$ cat config.mk
export PLATFORM = sky130hd
export DESIGN_NAME = sequenciador
export DESIGN_NICKNAME = d
export VERILOG_FILES = /design/src/rtl/sequenciador.sv
export SDC_FILE = /design/constraint.sdc
export NUM_CORES = 1
export LEC_CHECK = 0
export ABC_AREA = 1
export CAP_MARGIN = 20
export CORE_MARGIN = 5
export CORE_UTILIZATION = 34
export DETAILED_ROUTE_END_ITERATION = 12
export DONT_BUFFER_PORTS = 1
export PLACE_DENSITY = 0.57
export SKIP_CTS_REPAIR_TIMING = 1
export SLEW_MARGIN = 10
export SYNTH_ARGS = -nofsm -noshare
export SYNTH_HDL_FRONTEND = slang
export SYNTH_SLANG_ARGS = --single-unit
$ cat constraint.sdc
create_clock -name clock -period 4 [get_ports clock]
set_clock_uncertainty 0.05 [all_clocks]
set_input_delay 1 -clock clock [delete_from_list [all_inputs] [get_ports clock]]
set_output_delay 1 -clock clock [all_outputs]
set_load 0.1 [all_outputs]
$ cat src/rtl/sequenciador.sv
// sequenciador: tiny accumulator sequencer that executes 8-bit instructions
// from an external 32-word program ROM.
//
// Instruction word: [7:4] opcode, [3:0] operand.
//   0 LOAD  1 ADD  2 SUB  3 OUT  4 JMP  5 JZ  6 WAIT  F HALT  others NOP
//
// Optional feature macro: SEQUENCIADOR_WAIT_EN
//   defined   -> opcode 6 with a non-zero operand stalls for that many cycles
//   undefined -> opcode 6 is a NOP; the WAIT state and its counter do not exist
//
// Ports:
//   clock         rising-edge clock
//   reset         synchronous active-high reset
//   inicio        start pulse, honoured only in IDLE or HALT
//   endereco[4:0] program ROM address (always the PC register)
//   dado[7:0]     ROM word, combinational from endereco
//   saida[7:0]    output register, written by OUT
//   saida_valida  high while a transfer is offered (state OUT)
//   saida_pronto  consumer ready
//   ocupado       high while executing (FETCH, EXEC, OUT, WAIT)
//   parado        high in HALT
module sequenciador (
  input  logic       clock,
  input  logic       reset,
  input  logic       inicio,
  output logic [4:0] endereco,
  input  logic [7:0] dado,
  output logic [7:0] saida,
  output logic       saida_valida,
  input  logic       saida_pronto,
  output logic       ocupado,
  output logic       parado
);

  typedef enum logic [2:0] {
    S_IDLE,
    S_FETCH,
    S_EXEC,
    S_OUT,
`ifdef SEQUENCIADOR_WAIT_EN
    S_WAIT,
`endif
    S_HALT
  } state_t;

  typedef enum logic [3:0] {
    OP_LOAD = 4'h0,
    OP_ADD  = 4'h1,
    OP_SUB  = 4'h2,
    OP_OUT  = 4'h3,
    OP_JMP  = 4'h4,
    OP_JZ   = 4'h5,
    OP_WAIT = 4'h6,
    OP_HALT = 4'hF
  } op_t;

  state_t     state, state_n;
  logic [4:0] pc, pc_n, pc_inc;
  logic [7:0] ir, ir_n;
  logic [7:0] acc, acc_n;
  logic [7:0] saida_n;
  logic [3:0] opcode, operand;
`ifdef SEQUENCIADOR_WAIT_EN
  logic [3:0] cont, cont_n;
`endif

  assign endereco = pc;
  assign opcode   = ir[7:4];
  assign operand  = ir[3:0];
  // 5-bit add wraps 31 -> 0 naturally.
  assign pc_inc   = pc + 5'd1;

  always_comb begin
    state_n = state;
    pc_n    = pc;
    ir_n    = ir;
    acc_n   = acc;
    saida_n = saida;
`ifdef SEQUENCIADOR_WAIT_EN
    cont_n  = cont;
`endif
    case (state)
      S_IDLE, S_HALT: begin
        if (inicio) begin
          pc_n    = '0;
          acc_n   = '0;
          state_n = S_FETCH;
        end
      end
      S_FETCH: begin
        ir_n    = dado;
        state_n = S_EXEC;
      end
      S_EXEC: begin
        state_n = S_FETCH;
        pc_n    = pc_inc;
        case (opcode)
          OP_LOAD: acc_n = {4'b0, operand};
          OP_ADD:  acc_n = acc + {4'b0, operand};
          OP_SUB:  acc_n = acc - {4'b0, operand};
          OP_OUT: begin
            saida_n = acc;
            state_n = S_OUT;
          end
          OP_JMP:  pc_n = {1'b0, operand};
          OP_JZ: begin
            if (acc == '0) pc_n = {1'b0, operand};
          end
`ifdef SEQUENCIADOR_WAIT_EN
          OP_WAIT: begin
            // Zero-length wait degenerates to a NOP.
            if (operand != '0) begin
              cont_n  = operand;
              state_n = S_WAIT;
            end
          end
`endif
          OP_HALT: begin
            pc_n    = pc;
            state_n = S_HALT;
          end
          default: ;
        endcase
      end
      S_OUT: begin
        if (saida_pronto) state_n = S_FETCH;
      end
`ifdef SEQUENCIADOR_WAIT_EN
      S_WAIT: begin
        // Leaving on cont==1 yields exactly the loaded number of WAIT cycles.
        cont_n = cont - 4'd1;
        if (cont == 4'd1) state_n = S_FETCH;
      end
`endif
      default: state_n = S_IDLE;
    endcase
  end

  // Status flags are registered from the next state so they line up with
  // the state register without any decode after the flop.
  always_ff @(posedge clock) begin
    if (reset) begin
      state        <= S_IDLE;
      pc           <= '0;
      ir           <= '0;
      acc          <= '0;
      saida        <= '0;
`ifdef SEQUENCIADOR_WAIT_EN
      cont         <= '0;
`endif
      saida_valida <= 1'b0;
      ocupado      <= 1'b0;
      parado       <= 1'b0;
    end else begin
      state        <= state_n;
      pc           <= pc_n;
      ir           <= ir_n;
      acc          <= acc_n;
      saida        <= saida_n;
`ifdef SEQUENCIADOR_WAIT_EN
      cont         <= cont_n;
`endif
      saida_valida <= (state_n == S_OUT);
      ocupado      <= (state_n != S_IDLE) && (state_n != S_HALT);
      parado       <= (state_n == S_HALT);
    end
  end

endmodule

### Word-level counts from Yosys, hierarchy flattened

Cells that the tools add are included.

* output and inout port bits: 16
* input port bits: 12
* logic and storage cells: 48
* register bits: 35

* reduce and logical (&&, ||, !) cells: 10
* equality and inequality tests: 16
* add/subtract/negate cells: 3
* mux-type cells: 11

Operator list (number)
* one-hot mux 8 bit (3 select lines): 1
* one-hot mux 8 bit (2 select lines): 1
* one-hot mux 5 bit (3 select lines): 1
* one-hot mux 3 bit (4 select lines): 1
* two-way mux 5 bit: 2
* one-hot mux 5 bit (2 select lines): 1
* equality test 3 x 2 -> 1 bit (second input constant): 3
* adder 8 x 4 -> 8 bit: 1
* equality test 4 x 2 -> 1 bit (second input constant): 2
* equality test 4 x 3 -> 1 bit (second input constant): 2
* logical NOT 8 bit: 1
* two-way mux 8 bit: 1
* subtractor 8 x 4 -> 8 bit: 1
* equality test 3 bit (second input constant): 2
* two-way mux 3 bit: 2
* one-hot mux 3 bit (2 select lines): 1
* AND reduction 3 bit: 2
* adder 5 x 1 -> 5 bit (second input constant): 1
* equality test 4 x 1 -> 1 bit (second input constant): 1
* equality test 4 bit (second input constant): 1
* logical NOT 4 bit: 1
* != test 2 bit (second input constant): 2
* != test 4 x 1 -> 1 bit (second input constant): 1
* equality test 3 x 1 -> 1 bit (second input constant): 1
* 7 further kinds: 7

### Depth between registers and ports, before layout

* depth after elaboration: 5
* gate-level depth with buffers: 15
* gate-level depth less buffers: 15

### Worst setup path before layout

No wires, ideal clock.

* path kind: register to output
* start point: reg pc[2], in the netlist endereco[2]
* end point: out endereco[2]
* cell stages (with the launch flop): 1
* arrival time: 0.986 ns
* setup slack: 1.964 ns
* path buffers: 0
* data required time: 2.950 ns
* cells stage by stage: dfxtp_1

RTL lines
* start, declared: RTL line 58 `logic [4:0] pc, pc_n, pc_inc;`
* start signal, assigned: RTL line 156 `pc <= pc_n;`
* end, declared: RTL line 26 `output logic [4:0] endereco,`

No word-level cell between the ends.

### Worst setup path after layout

* start point: reg pc[2], in the netlist endereco[2]
* end point: out endereco[2]

No word-level cell between the ends.

==> flow_results.xml <==
<?xml version="1.0" encoding="UTF-8"?>
<metrics>
  <group name="setup_path">
    <metric name="critical_path_fanouts_max" unit="">5</metric>
    <metric name="startpoint_type" unit="">register</metric>
    <metric name="critical_path.reg2reg.startpoint" unit="">ir[0]</metric>
    <metric name="path_class" unit="">register to output port</metric>
    <metric name="critPathLaunch" unit="">endereco[2]</metric>
    <metric name="cp.required" unit="ns">2.95</metric>
    <metric name="worstSetupEndpointType" unit="">output port</metric>
    <metric name="critPathArrivalTime" unit="ns">1.33</metric>
  </group>
  <group name="pwr">
    <metric name="report.power.total" unit="mW">0.952</metric>
    <metric name="power_per_cell_area" unit="mW/mm^2">449</metric>
    <metric name="peakVddDrop" unit="V">0.000276</metric>
    <metric name="total_leakage_power" unit="nW">0.950</metric>
  </group>
  <group name="sta">
    <metric name="min_period_over_period" unit="%">59.4</metric>
    <metric name="fin_tns_setup" unit="ns">0</metric>
    <metric name="report.final.slew_viol_count" unit="">0</metric>
    <metric name="period_minus_slack" unit="ns">2.38</metric>
    <metric name="worst-slew-pin-transition" unit="ns">1.07</metric>
    <metric name="report.final.setup_viol" unit="">0</metric>
    <metric name="max_clock_freq" unit="MHz">421</metric>
    <metric name="finalHoldViolCount" unit="">0</metric>
    <metric name="maxSlewHeadroom" unit="%">28.5</metric>
    <metric name="worst_hold_slack" unit="ns">0.440</metric>
    <metric name="rsz0062_at_grt" unit="">false</metric>
  </group>
  <group name="synth">
    <metric name="combined_area_of_all_synthesized_cells" unit="mm^2">0.00194</metric>
    <metric name="yosys_warnings" unit="">0</metric>
    <metric name="synth.avg_cell_area" unit="um^2">6.92</metric>
    <metric name="distinct_cells_synth" unit="">29</metric>
    <metric name="ys_seq_area_share" unit="%">36.2</metric>
    <metric name="synth_enable_flop_cells" unit="">0</metric>
    <metric name="synth_seq_cells" unit="">35</metric>
    <metric name="netlist_instances" unit="">280</metric>
    <metric name="synth_async_sr_flop_share" unit="%">0</metric>
    <metric name="synth_fp_nets" unit="">303</metric>
    <metric name="dominantRegCellSynth" unit="">sky130_fd_sc_hd__dfxtp_1</metric>
  </group>
  <group name="final_layout">
    <metric name="drive_gt1_share" unit="%">8.13</metric>
    <metric name="final_cell_mix" unit="">62 x sky130_fd_sc_hd__nand2_1, 35 x sky130_fd_sc_hd__inv_1, 35 x sky130_fd_sc_hd__dfxtp_1</metric>
    <metric name="fill_cells" unit="">585</metric>
    <metric name="fin_nets" unit="">305</metric>
    <metric name="area_delta_synth_final" unit="%">9.43</metric>
    <metric name="combined_area_of_the_multi_input_logic_cells" unit="mm^2">0.00107</metric>
    <metric name="antenna_diode_count" unit="">0</metric>
    <metric name="layout_commonest_cell" unit="">sky130_fd_sc_hd__nand2_1</metric>
    <metric name="layout.area.seq" unit="um^2">701</metric>
    <metric name="final_core_utilization" unit="%">38.5</metric>
  </group>
  <group name="clocking">
    <metric name="cts.sinks" unit="">35</metric>
    <metric name="worst_setup_hold_path_clk_slew" unit="ns">0.08</metric>
    <metric name="cts_tree" unit="">built</metric>
    <metric name="cts_root_buf" unit="">sky130_fd_sc_hd__clkbuf_8</metric>
    <metric name="cts_inserted_buffers" unit="">5</metric>
    <metric name="insertion_delay" unit="ns">0.29</metric>
    <metric name="cts-htree-levels" unit="">2</metric>
    <metric name="clock_path_buffers" unit="">2</metric>
  </group>
  <group name="route">
    <metric name="met3_wirelength" unit="um">187</metric>
    <metric name="vias" unit="">1699</metric>
    <metric name="number_of_violations_reported_at_the_end_of_detailed_routing_iteration_0" unit="">119</metric>
    <metric name="top_layer_used" unit="">met4</metric>
    <metric name="wl_met1" unit="um">2210</metric>
    <metric name="postRouteWirelength" unit="um">4410</metric>
    <metric name="drc" unit="">0</metric>
    <metric name="wire_length_on_met2" unit="um">1930</metric>
    <metric name="routed_wire_length_per_instance" unit="um">12.4</metric>
    <metric name="vias_per_cell" unit="">4.79</metric>
    <metric name="drt_first_pass_iters" unit="">4</metric>
    <metric name="antenna_left" unit="">0</metric>
  </group>
  <group name="place">
    <metric name="globalplace.congestion" unit="">0.836</metric>
    <metric name="place.detailed.hpwl" unit="um">3380</metric>
    <metric name="portBuffers" unit="">0</metric>
  </group>
  <group name="grt">
    <metric name="grt_first_pass_wirelength" unit="um">7660</metric>
    <metric name="global_route.overflow_total" unit="">0</metric>
    <metric name="antenna_violations_before_repair" unit="">0</metric>
    <metric name="maximum_number_of_pins_on_one_net_before_global_route_repair" unit="">20</metric>
    <metric name="grt.total_usage" unit="%">12.9</metric>
    <metric name="grt_pass1_vias" unit="">1636</metric>
  </group>
  <group name="floorplanning">
    <metric name="die_height" unit="um">85.5</metric>
    <metric name="floorplan.core_area" unit="mm^2">0.00551</metric>
    <metric name="ioPinCount" unit="">28</metric>
    <metric name="design.die.area" unit="mm^2">0.00731</metric>
    <metric name="start_util" unit="%">35.2</metric>
    <metric name="placement_rows" unit="">27</metric>
    <metric name="die_w" unit="um">85.5</metric>
  </group>
  <group name="hold_path">
    <metric name="min-delay-path-class" unit="">register to register</metric>
    <metric name="hold_start" unit="">acc[0]</metric>
  </group>
  <group name="status">
    <metric name="outcome" unit="">finished, final reports clean</metric>
  </group>
  <group name="job">
    <metric name="maxCapViolCount" unit="">0</metric>
  </group>
</metrics>
==> kinds of logic (layout without fill, tap and decap cells) <==
kind of cell | Yosys count | in the layout | synth area share [%]
xor+xnor | 4 | 4 | 1.81
simple gates | 127 | 127 | 29.5
fa+ha+maj | 11 | 11 | 7.49
buf+inv | 43 | 46 | 8.66
flops | 35 | 35 | 36.2
compound gates | 60 | 60 | 16.4
==> through the flow <==
stage	area, um^2	setup WS, ns	instances
floorplan	1940	1.96	280
global placement	2000	1.87	347
detailed placement	2000	1.87	347
CTS	2120	1.60	355
global route	2120	1.56	355
finish	2120	1.62	355
==> cell usage after synthesis, types with 2 or more instances <==
master,n,share of area [%]
sky130_fd_sc_hd__nand2_1,62,12
sky130_fd_sc_hd__dfxtp_1,35,36
sky130_fd_sc_hd__inv_1,35,6.8
sky130_fd_sc_hd__a21oi_1,32,8.3
sky130_fd_sc_hd__nor2_1,27,5.2
sky130_fd_sc_hd__nand3_1,17,4.4
sky130_fd_sc_hd__o21ai_0,14,3.6
sky130_fd_sc_hd__ha_1,10,6.5
sky130_fd_sc_hd__o21ai_1,8,2.1
sky130_fd_sc_hd__nand2_2,5,1.6
sky130_fd_sc_hd__nand3b_1,5,1.9
sky130_fd_sc_hd__inv_2,3,0.58
sky130_fd_sc_hd__nor2_2,3,0.97
sky130_fd_sc_hd__nor3_1,3,0.77
sky130_fd_sc_hd__o211ai_1,3,1.2
sky130_fd_sc_hd__xor2_1,3,1.4
sky130_fd_sc_hd__clkbuf_1,2,0.39
sky130_fd_sc_hd__nand4_1,2,0.65
==> where the power goes <==
group / switching, mW / leakage (nW) / internal, mW / total, mW
registers: 0.0342 / 0.284 / 0.363 / 0.397
logic: 0.141 / 0.604 / 0.0767 / 0.218
clock network: 0.135 / 0.0612 / 0.202 / 0.337
==> routing by layer <==
metal,GRT usage (%),up-vias
li1,-,917
met1,17.4,748
met2,19.8,26
met3,2.91,8
met4,5.18,0
met5,0,-
==> sequential cells by signal (all words and copies together) (netlist names) <==
register      flops
ir                8
acc               8
saida             8
parado            1
endereco          5
state             3
saida_valida      1
ocupado           1
==> final cells by class <==
cell class | count | area share, %
Clock inverter | 2 | 1.65
Sequential cell | 35 | 33.1
Inverter | 38 | 6.73
Tap cell | 72 | 4.25
Clock buffer | 6 | 3.90
Multi-Input combinational cell | 202 | 50.4
==> worst paths after layout <==
path	endpoint	depth (start not counted)	slack, ns
max	endereco[2]	0	1.62
min reg2reg	acc[0]	2	0.44
max reg2reg	acc[6]	11	1.85
min	acc[0]	2	0.44
Power figures use the tool's default switching activity.
